$ cat src/rtl/spi_pkg.sv
`default_nettype none
// ============================================================================
// Module   : spi_pkg
// Purpose  : Shared constants, state encoding and frame packing helper for
//            the register-interface SPI initiator.
// Ports    : none (package)
// Revision : 1.0 - initial release
// ============================================================================
package spi_pkg;

    localparam int FRAME_BITS = 16;
    localparam int ADDR_W     = 7;
    localparam int DATA_W     = 8;

    localparam logic RW_WRITE = 1'b1;
    localparam logic RW_READ  = 1'b0;

    // Register map shared with the peripheral
    localparam logic [ADDR_W-1:0] EN_OUT_LO = 7'd0;
    localparam logic [ADDR_W-1:0] EN_OUT_HI = 7'd1;
    localparam logic [ADDR_W-1:0] EN_PWM_LO = 7'd2;
    localparam logic [ADDR_W-1:0] EN_PWM_HI = 7'd3;
    localparam logic [ADDR_W-1:0] DUTY      = 7'd4;

    typedef enum logic [2:0] {
        IDLE    = 3'd0,
        SETUP   = 3'd1,
        SCLK_HI = 3'd2,
        SCLK_LO = 3'd3,
        HOLD    = 3'd4,
        GAP     = 3'd5
    } spi_state_e;

    // Frame layout on the wire, MSB first: {rw, addr, data}
    function automatic logic [FRAME_BITS-1:0] pack_frame(
        input logic              rw,
        input logic [ADDR_W-1:0] addr,
        input logic [DATA_W-1:0] data
    );
        return {rw, addr, data};
    endfunction

endpackage
`default_nettype wire

$ cat src/rtl/spi_half_period_timer.sv
`default_nettype none
// ============================================================================
// Module   : spi_half_period_timer
// Purpose  : Load/expire down-counter. A load of N makes expire_o assert on
//            the N-th cycle after the load edge, so a state that loads on
//            entry and leaves on expire lasts exactly N cycles.
// Ports    : clk, rst_n      - clock, async active-low reset
//            load_i          - reload the counter this edge
//            load_val_i      - phase length in cycles (>= 1)
//            expire_o        - counter has reached zero
// Revision : 1.0 - initial release
// ============================================================================
module spi_half_period_timer #(
    parameter int WIDTH = 16
) (
    input  logic             clk,
    input  logic             rst_n,
    input  logic             load_i,
    input  logic [WIDTH-1:0] load_val_i,
    output logic             expire_o
);

    logic [WIDTH-1:0] count_q;
    logic [WIDTH-1:0] count_d;

    always_comb begin
        count_d = count_q;
        if (load_i) begin
            count_d = load_val_i - WIDTH'(1);
        end else if (count_q != '0) begin
            count_d = count_q - WIDTH'(1);
        end
    end

    always_ff @(posedge clk or negedge rst_n) begin
        if (!rst_n) begin
            count_q <= '0;
        end else begin
            count_q <= count_d;
        end
    end

    assign expire_o = (count_q == '0);

endmodule
`default_nettype wire

$ cat src/rtl/spi_controller.sv
`default_nettype none
// ============================================================================
// Module   : spi_controller
// Purpose  : SPI mode-0 initiator for the chip register interface. Sends one
//            16-bit frame {rw, addr[6:0], data[7:0]} per accepted request and
//            captures the read byte from CIPO on SCLK rises 9..16.
// Ports    : clk, rst_n                 - clock, async active-low reset
//            req_valid/req_ready        - request handshake
//            req_rw, req_addr, req_data - request fields
//            spi_ncs, spi_sclk, spi_copi, spi_cipo - serial bus
//            rd_data                    - last read result
//            busy, done                 - frame in progress / end pulse
// Revision : 1.0 - initial release
// ============================================================================
module spi_controller
    import spi_pkg::*;
#(
    parameter int CLK_DIV    = 4,
    parameter int GAP_CYCLES = 4
) (
    input  logic              clk,
    input  logic              rst_n,
    input  logic              req_valid,
    output logic              req_ready,
    input  logic              req_rw,
    input  logic [ADDR_W-1:0] req_addr,
    input  logic [DATA_W-1:0] req_data,
    output logic              spi_ncs,
    output logic              spi_sclk,
    output logic              spi_copi,
    input  logic              spi_cipo,
    output logic [DATA_W-1:0] rd_data,
    output logic              busy,
    output logic              done
);

    localparam int TMR_W = 16;

    spi_state_e             state_q, state_d;
    logic [FRAME_BITS-1:0]  shift_q, shift_d;
    logic [3:0]             bit_q, bit_d;
    logic                   rw_q, rw_d;
    logic [DATA_W-1:0]      shadow_q, shadow_d;
    logic [DATA_W-1:0]      rd_q, rd_d;
    logic                   ncs_q, ncs_d;
    logic                   sclk_q, sclk_d;
    logic                   copi_q, copi_d;
    logic                   ready_q, ready_d;
    logic                   busy_q, busy_d;
    logic                   done_q, done_d;

    logic                   w_accept;
    logic                   w_expire;
    logic                   w_load;
    logic [TMR_W-1:0]       w_load_val;
    logic                   w_rise;
    logic                   w_fall;
    logic                   w_end;

    // ready_q is only ever high in IDLE, so it doubles as the state qualifier
    assign w_accept = req_valid && ready_q;

    // Every state change starts a new timed phase
    assign w_load     = (state_d != state_q);
    assign w_load_val = (state_d == GAP) ? TMR_W'(GAP_CYCLES) : TMR_W'(CLK_DIV);

    assign w_rise = (state_d == SCLK_HI) && (state_q != SCLK_HI);
    assign w_fall = (state_d == SCLK_LO) && (state_q == SCLK_HI);
    assign w_end  = (state_d == GAP) && (state_q == HOLD);

    spi_half_period_timer #(
        .WIDTH      (TMR_W)
    ) u_timer (
        .clk        (clk),
        .rst_n      (rst_n),
        .load_i     (w_load),
        .load_val_i (w_load_val),
        .expire_o   (w_expire)
    );

    // ------------------------------------------------------------------
    // State register
    // ------------------------------------------------------------------
    always_ff @(posedge clk or negedge rst_n) begin
        if (!rst_n) begin
            state_q <= IDLE;
        end else begin
            state_q <= state_d;
        end
    end

    // ------------------------------------------------------------------
    // Next-state logic; bit_q counts completed low phases
    // ------------------------------------------------------------------
    always_comb begin
        state_d = state_q;
        bit_d   = bit_q;
        case (state_q)
            IDLE: begin
                if (w_accept) begin
                    state_d = SETUP;
                    bit_d   = 4'd0;
                end
            end
            SETUP: begin
                if (w_expire) state_d = SCLK_HI;
            end
            SCLK_HI: begin
                if (w_expire) state_d = SCLK_LO;
            end
            SCLK_LO: begin
                if (w_expire) begin
                    if (bit_q == 4'd15) begin
                        state_d = HOLD;
                    end else begin
                        state_d = SCLK_HI;
                        bit_d   = bit_q + 4'd1;
                    end
                end
            end
            HOLD: begin
                if (w_expire) state_d = GAP;
            end
            GAP: begin
                if (w_expire) state_d = IDLE;
            end
            default: state_d = IDLE;
        endcase
    end

    // ------------------------------------------------------------------
    // Datapath: frame shifter, read shadow, read result
    // ------------------------------------------------------------------
    always_comb begin
        shift_d  = shift_q;
        rw_d     = rw_q;
        shadow_d = shadow_q;
        rd_d     = rd_q;
        if (w_accept) begin
            shift_d = pack_frame(req_rw, req_addr, req_data);
            rw_d    = req_rw;
        end else if (w_fall) begin
            shift_d = {shift_q[FRAME_BITS-2:0], 1'b0};
        end
        // bit_d equals (rise number - 1) on a rising edge, so bit 3 marks rises 9..16
        if (w_rise && bit_d[3]) begin
            shadow_d = {shadow_q[DATA_W-2:0], spi_cipo};
        end
        if (w_end && (rw_q == RW_READ)) begin
            rd_d = shadow_q;
        end
    end

    // ------------------------------------------------------------------
    // Output logic, computed from the upcoming state so every pin is a flop
    // ------------------------------------------------------------------
    always_comb begin
        ncs_d   = !((state_d == SETUP) || (state_d == SCLK_HI) ||
                    (state_d == SCLK_LO) || (state_d == HOLD));
        sclk_d  = (state_d == SCLK_HI);
        // shift_d only moves on a falling SCLK, keeping COPI stable while high
        copi_d  = shift_d[FRAME_BITS-1] && !ncs_d;
        ready_d = (state_d == IDLE);
        busy_d  = (state_d != IDLE);
        done_d  = w_end;
    end

    always_ff @(posedge clk or negedge rst_n) begin
        if (!rst_n) begin
            shift_q  <= '0;
            bit_q    <= '0;
            rw_q     <= 1'b0;
            shadow_q <= '0;
            rd_q     <= '0;
            ncs_q    <= 1'b1;
            sclk_q   <= 1'b0;
            copi_q   <= 1'b0;
            ready_q  <= 1'b1;
            busy_q   <= 1'b0;
            done_q   <= 1'b0;
        end else begin
            shift_q  <= shift_d;
            bit_q    <= bit_d;
            rw_q     <= rw_d;
            shadow_q <= shadow_d;
            rd_q     <= rd_d;
            ncs_q    <= ncs_d;
            sclk_q   <= sclk_d;
            copi_q   <= copi_d;
            ready_q  <= ready_d;
            busy_q   <= busy_d;
            done_q   <= done_d;
        end
    end

    assign req_ready = ready_q;
    assign spi_ncs   = ncs_q;
    assign spi_sclk  = sclk_q;
    assign spi_copi  = copi_q;
    assign rd_data   = rd_q;
    assign busy      = busy_q;
    assign done      = done_q;

endmodule
`default_nettype wire

$ cat config.mk
export PLATFORM = sky130hd
export DESIGN_NAME = spi_controller
export DESIGN_NICKNAME = d
export VERILOG_FILES = /design/src/rtl/spi_pkg.sv /design/src/rtl/spi_half_period_timer.sv /design/src/rtl/spi_controller.sv
export SDC_FILE = /design/constraint.sdc
export NUM_CORES = 1
export LEC_CHECK = 0
export CAP_MARGIN = 20
export CELL_PAD_IN_SITES_DETAIL_PLACEMENT = 1
export CELL_PAD_IN_SITES_GLOBAL_PLACEMENT = 1
export CORE_MARGIN = 2
export CORE_UTILIZATION = 53
export DETAILED_ROUTE_END_ITERATION = 12
export DONT_BUFFER_PORTS = 1
export MAX_ROUTING_LAYER = met4
export PLACE_DENSITY = 0.88
export SETUP_SLACK_MARGIN = 0.4
export SYNTH_ARGS = -nofsm -noshare
export SYNTH_HDL_FRONTEND = slang
export SYNTH_SLANG_ARGS = --single-unit
$ cat constraint.sdc
create_clock -name clk -period 3.85 [get_ports clk]
set_clock_uncertainty 0.1 [all_clocks]
set_input_delay 0.5775 -clock clk [delete_from_list [all_inputs] [get_ports clk]]
set_output_delay 0.5775 -clock clk [all_outputs]
set_load 0.01 [all_outputs]
* Yosys cells after proc, flatten, opt, wreduce, memory -nomap -nowiden
Index checks and enable logic that the tools add are counted.
** Operators by class
- Reduce and logical (&&, ||, !) cells :: 20
- Add/sub/neg operators :: 2
- Muxes and demuxes :: 16
- Equal/unequal tests :: 16
- Bitwise operators :: 1
** Operators with widths (number)
- $mux W16 :: 4
- $mux W3 :: 7
- $pmux W3 S6 :: 1
- $logic_not A16 Y1 :: 1
- $reduce_bool A16 Y1 :: 1
- $sub A16 B1 Y16 const B :: 1
- $eq A3 B2 Y1 const B :: 4
- $eq A3 B3 Y1 const B :: 4
- $mux W4 :: 3
- $pmux W4 S2 :: 1
- $logic_and A1 B1 Y1 :: 7
- $eq A3 B1 Y1 const B :: 2
- $logic_not A3 Y1 :: 2
- $reduce_bool A2 Y1 :: 3
- $add A4 B1 Y4 const B :: 1
- $eq A4 B4 Y1 const B :: 1
- $ne A2 B2 Y1 const B :: 2
- $reduce_and A4 Y1 :: 1
- $logic_or A1 B1 Y1 :: 3
- $ne A3 B2 Y1 const B :: 1
- $ne A3 B3 Y1 :: 1
- $reduce_bool A3 Y1 :: 1
- $ne A2 B1 Y1 const B :: 1
- $logic_not A1 Y1 :: 1
- $not A1 Y1 :: 1
** Word-level totals
- Bits of input ports :: 20
- Output and inout bits :: 14
- Logic and storage cells :: 70
- Flip-flop bits (word level) :: 62

* Longest topological paths before layout
- Depth in word-level cells :: 9
- Gate-level depth with buffers :: 8
- Mapped depth without buffers :: 6

* Cells and area by module
A second synthesis with hierarchy kept.
** Second synthesis, totals
- Cells, all modules :: 311
- Area, all modules :: 3318.2 µm²
** Modules (own cells, without submodules)
- spi_controller :: times used 1, seq. area each 1153.6 µm², area each 2120.8 µm², cells each 182
- spi_half_period_timer :: times used 1, seq. area each 400.4 µm², area each 1197.4 µm², cells each 129

* Worst setup path after synthesis
No wires, ideal clock.
- Path kind :: reg2reg
- Start :: register u_timer.count_q[0]
- End :: register shadow_q[0]
- Required time :: 3.625 ns
- Setup slack :: 1.701 ns
- Cell stages (with the launch flop) :: 7
- Library setup time :: 0.125 ns
- Arrival :: 1.924 ns
- Path buffers :: 0
- Cell sequence :: dfrtp_1 inv_1 ha_1 nor4b_4 nand4_2 nor4_4 mux2_2
** Between the ends
- Word-level cells in the longest chain between the ends :: 6
** RTL lines
- start: declaration :: line spi_half_period_timer.sv:23 : logic [WIDTH-1:0] count_q;
- start signal: assignment :: line spi_half_period_timer.sv:39 : count_q <= count_d;
- $logic_not A16 Y1 (*) :: line spi_half_period_timer.sv:43 : assign expire_o = (count_q == '0);
- $mux W3 (on tied branches)
- $pmux W3 S6 :: line spi_controller.sv:98 : case (state_q)
- $eq A3 B2 Y1 :: line spi_controller.sv:67 : assign w_rise = (state_d == SCLK_HI) && (state_q != SCLK_HI);
- $logic_and A1 B1 Y1 :: line spi_controller.sv:67
- $logic_and A1 B1 Y1 (*) :: line spi_controller.sv:146 : if (w_rise && bit_d[3]) begin
- end signal: assignment :: line spi_controller.sv:185 : shadow_q <= shadow_d;
- end: declaration :: line spi_controller.sv:43 : logic [DATA_W-1:0] shadow_q, shadow_d;
Mark *: on every way between the ends. The rest lies on a longest branch, timed or not. The select of a mux whose other input is x is not followed.
A chain may end at the register's enable or synchronous reset.

* Worst setup path in the final report
- Start :: register u_timer.count_q[0]
- End :: register shadow_q[4]
Same word-level chain as after synthesis.

==> impl_metrics.sql <==
INSERT INTO impl_metrics (metric_group, metric, value, unit) VALUES
('die', 'fp.coreArea', '5540', 'um2'),
('cts', 'cts.reportedPaths.clkPinSlew', '0.08', 'ns'),
('logic_synthesis', 'avgSynthCellArea', '10.3', 'um2'),
('timing', 'final.hold.worst_slack', '-0.00549', 'ns'),
('cts', 'cts-buffers-inserted', '9', ''),
('timing', 'setup_total_negative_slack', '0', 'ns'),
('min_path', 'min-delay-path-class', 'in -> async', ''),
('drt', 'routed_wirelength', '7240', 'um'),
('timing', 'final_period_minus_worst_setup_slack', '2.59', 'ns'),
('power', 'worst_ir_drop_vdd', '0.382', 'mV'),
('logic_synthesis', 'postSynthRegisterBits', '62', ''),
('cts', 'cts_tree', 'built', ''),
('critical_path', 'worst_ep_required_time', '3.98', 'ns'),
('final_layout', 'diodes', '0', ''),
('die', 'floorplan.die.width', '80.0', 'um'),
('drt', 'dr.first_iter.drc_count', '122', ''),
('logic_synthesis', 'synth_enable_flop_cells', '0', ''),
('die', 'io_pins', '34', ''),
('critical_path', 'slowest_delay', '0.63', 'ns'),
('cts', 'clock-sinks', '62', ''),
('logic_synthesis', 'cell_taking_the_most_area_after_synthesis', 'sky130_fd_sc_hd__dfrtp_1', ''),
('die', 'start_util', '55.3', '%'),
('global_routing', 'grt_antenna_before_repair', '0', ''),
('logic_synthesis', 'synth_async_sr_flop_share', '100', '%'),
('logic_synthesis', 'yosys_most_used_dff', 'sky130_fd_sc_hd__dfrtp_1', ''),
('logic_synthesis', 'synth_fp_nets', '320', ''),
('cts', 'cts.root.buffer_cell', 'sky130_fd_sc_hd__clkbuf_8', ''),
('critical_path', 'worst-endpoint-arrival', '2.72', 'ns'),
('place', 'gp_congestion', '0.766', ''),
('logic_synthesis', 'cells_after_synthesis', '297', ''),
('timing', 'final-max-slew-violation-count', '0', ''),
('global_routing', 'grt_pass1_vias', '2468', ''),
('global_routing', 'grtUsageTotal', '25.7', '%'),
('timing', 'final_min_period_over_clock_period', '67.2', '%'),
('logic_synthesis', 'netlist_top_cells_area', 'sky130_fd_sc_hd__dfrtp_1 49%, sky130_fd_sc_hd__mux2_2 5.9%, sky130_fd_sc_hd__a21oi_1 5.4%', ''),
('cts', 'clock_latency', '0.35', 'ns'),
('die', 'fp.dieArea', '6400', 'um2'),
('timing', 'remaining_max_slew_budget_at_the_tightest_pin', '39.8', '%'),
('critical_path', 'timing.critical_path.cells', 'inv_1 -> ha_1 -> nor4b_4 -> nand4_2 -> nor4_4 -> mux2_2', ''),
('critical_path', 'critical_path_source_type', 'flop', ''),
('global_routing', 'wire_length_of_the_first_global_routing_pass', '12200', 'um'),
('logic_synthesis', 'yosys_warnings', '0', ''),
('final_layout', 'layout_common_cells', '60 x sky130_fd_sc_hd__dfrtp_1, 33 x sky130_fd_sc_hd__a21oi_1, 21 x sky130_fd_sc_hd__nor2_1', ''),
('critical_path', 'critical_path.slowest_cell', 'sky130_fd_sc_hd__nor4_4', ''),
('power', 'static-leakage-power', '1.39', 'nW'),
('drt', 'routedWlPerCell', '19.7', 'um'),
('critical_path', 'reg2regPathDepth', '6', ''),
('drt', 'drt_first_pass_iters', '4', ''),
('drt', 'postRouteAntennaNets', '0', ''),
('drt', 'residual_drc_count', '0', ''),
('timing', 'fmax', '386', 'MHz'),
('die', 'die_height', '80.0', 'um'),
('drt', 'viasPerCell', '6.47', ''),
('critical_path', 'crit_path_end_kind', 'flop', ''),
('timing', 'setup-violations-final', '0', ''),
('place', 'hpwl', '4620', 'um'),
('logic_synthesis', 'synth.top_cell.area_share', '49.0', '%'),
('power', 'power_per_cell_area', '692', 'nW/um2'),
('die', 'rows', '27', ''),
('run_status', 'run_status', 'complete, but fails checks', ''),
('final_layout', 'area_delta_synth_final', '7.27', '%'),
('logic_synthesis', 'sequential_area_share_after_synthesis', '50.7', '%'),
('logic_synthesis', 'syn-cell-area', '3060', 'um2'),
('timing', 'worst_pin_slew', '0.904', 'ns'),
('critical_path', 'critical_path_peak_fanout', '8', ''),
('critical_path', 'worstSetupPathType', 'reg -> reg', ''),
('final_layout', 'drive_above_1_share', '17.2', '%'),
('cts', 'h_tree_levels', '3', ''),
('final_layout', 'num-nets-final', '314', ''),
('place', 'port_buffers', '0', ''),
('drt', 'vias', '2381', ''),
('final_layout', 'final_common_cell', 'sky130_fd_sc_hd__dfrtp_1', ''),
('global_routing', 'grt_max_degree', '63', ''),
('global_routing', 'grt_overflow', '0', ''),
('power', 'design_power_total', '2.28', 'mW'),
('run', 'maxCapViolCount', '0', ''),
('cts', 'cts-root-to-sink-buffers', '2', ''),
('logic_synthesis', 'synthDistinctLibCells', '43', ''),
('timing', 'grt_setup_unrepaired', 'false', ''),
('timing', 'hold_violations', '13', ''),
('run_status', 'failed_checks', 'hold timing', '');
sequential cells by signal (all words and copies together), names as in the netlist:
name	cells
spi_ncs	1
done	1
req_ready	1
u_timer.count_q	16
state_q	3
rw_q	1
rd_data	8
spi_sclk	1
busy	1
spi_copi	1
shadow_q	8
shift_q	16
bit_q	4
through the flow:
step           setup slack (ns)  util [%]  hold WS (ns)  cells  instance area [um2]
2_1_floorplan              1.70         -         0.182    297                 3060
3_3_place_gp               1.40      55.7         0.184    351                 3090
3_5_place_dp               1.26      55.7         0.184    351                 3090
4_1_cts                    1.24      59.3      0.000269    368                 3290
5_1_grt                    1.11      59.3       0.00862    368                 3290
6_report                   1.26      59.3      -0.00549    368                 3290
final cells by class:
cell class	instances	area, um2
inverter	5	18.8
timing repair buffer	3	42.5
clock inverter	7	48.8
clock buffer	9	124
sequential	62	1550
multi-input combinational	210	1410
fill	616	2250
tap	72	90.1
routing by layer:
layer / global-route usage, % / up-vias / part of all wire, %
li1: - / 1105 / -
met1: 32.8 / 1216 / 46
met2: 40.3 / 47 / 49
met3: 4.30 / 13 / 2.8
met4: 11.5 / 0 / 2.0
met5: - / - / 0
critical path, delay by kind of cell (launching register included):
family        cells  cell delay, ns
simple gates      3            1.27
mux               1            0.42
flops             1            0.41
fa+ha+maj         1            0.16
buf+inv           1            0.11
cell usage after synthesis, drive strengths merged (6+ instances only):
cell / n
o31ai: 6
a21oi: 34
nor2: 21
nor3: 7
clkbuf: 14
or3: 8
a41oi: 14
nand2: 19
mux2: 16
o21ai: 20
buf: 6
dfrtp: 60
or4: 7
what timing repair did:
action / in CTS / in global routing
resized for setup: 0 / 0
endpoints found under the setup margin: 0 / 0
hold endpoints to repair: 62 / 0
setup buffers: 0 / 0
hold buffers: 1 / 0
cell families (layout without fill, tap and decap cells):
logic type / count (synthesis) / count (layout) / share of synthesized area (%)
fa+ha+maj: 3 / 3 / 1.23
mux: 19 / 19 / 6.86
compound gates: 89 / 89 / 18.3
buf+inv: 25 / 24 / 3.31
flops: 62 / 62 / 50.7
simple gates: 99 / 99 / 19.6
report_power, final:
part	switching (mW)	internal (mW)	total, mW	leakage (nW)
sequential	0.231	0.851	1.08	0.778
clock	0.275	0.235	0.510	0.0898
combinational	0.407	0.277	0.684	0.525
worst paths after layout:
kind | startpoint | end | slack [ns]
setup reg to reg | u_timer.count_q[0]$_DFFE_PN0P_ | shadow_q[4]$_DFFE_PN0P_ | 1.26
hold / removal | rst_n | rd_data[6]$_DFFE_PN0P_ | -0.005
min in group clk | req_data[0] | shift_q[0]$_DFFE_PN0P_ | 0.25
setup / recovery | u_timer.count_q[0]$_DFFE_PN0P_ | shadow_q[4]$_DFFE_PN0P_ | 1.26
hold reg to reg | rw_q$_DFFE_PN0P_ | rw_q$_DFFE_PN0P_ | 0.40
max in group asynchronous | rst_n | spi_ncs$_DFF_PN1_ | 3.34
Power figures use the tool's default switching activity.
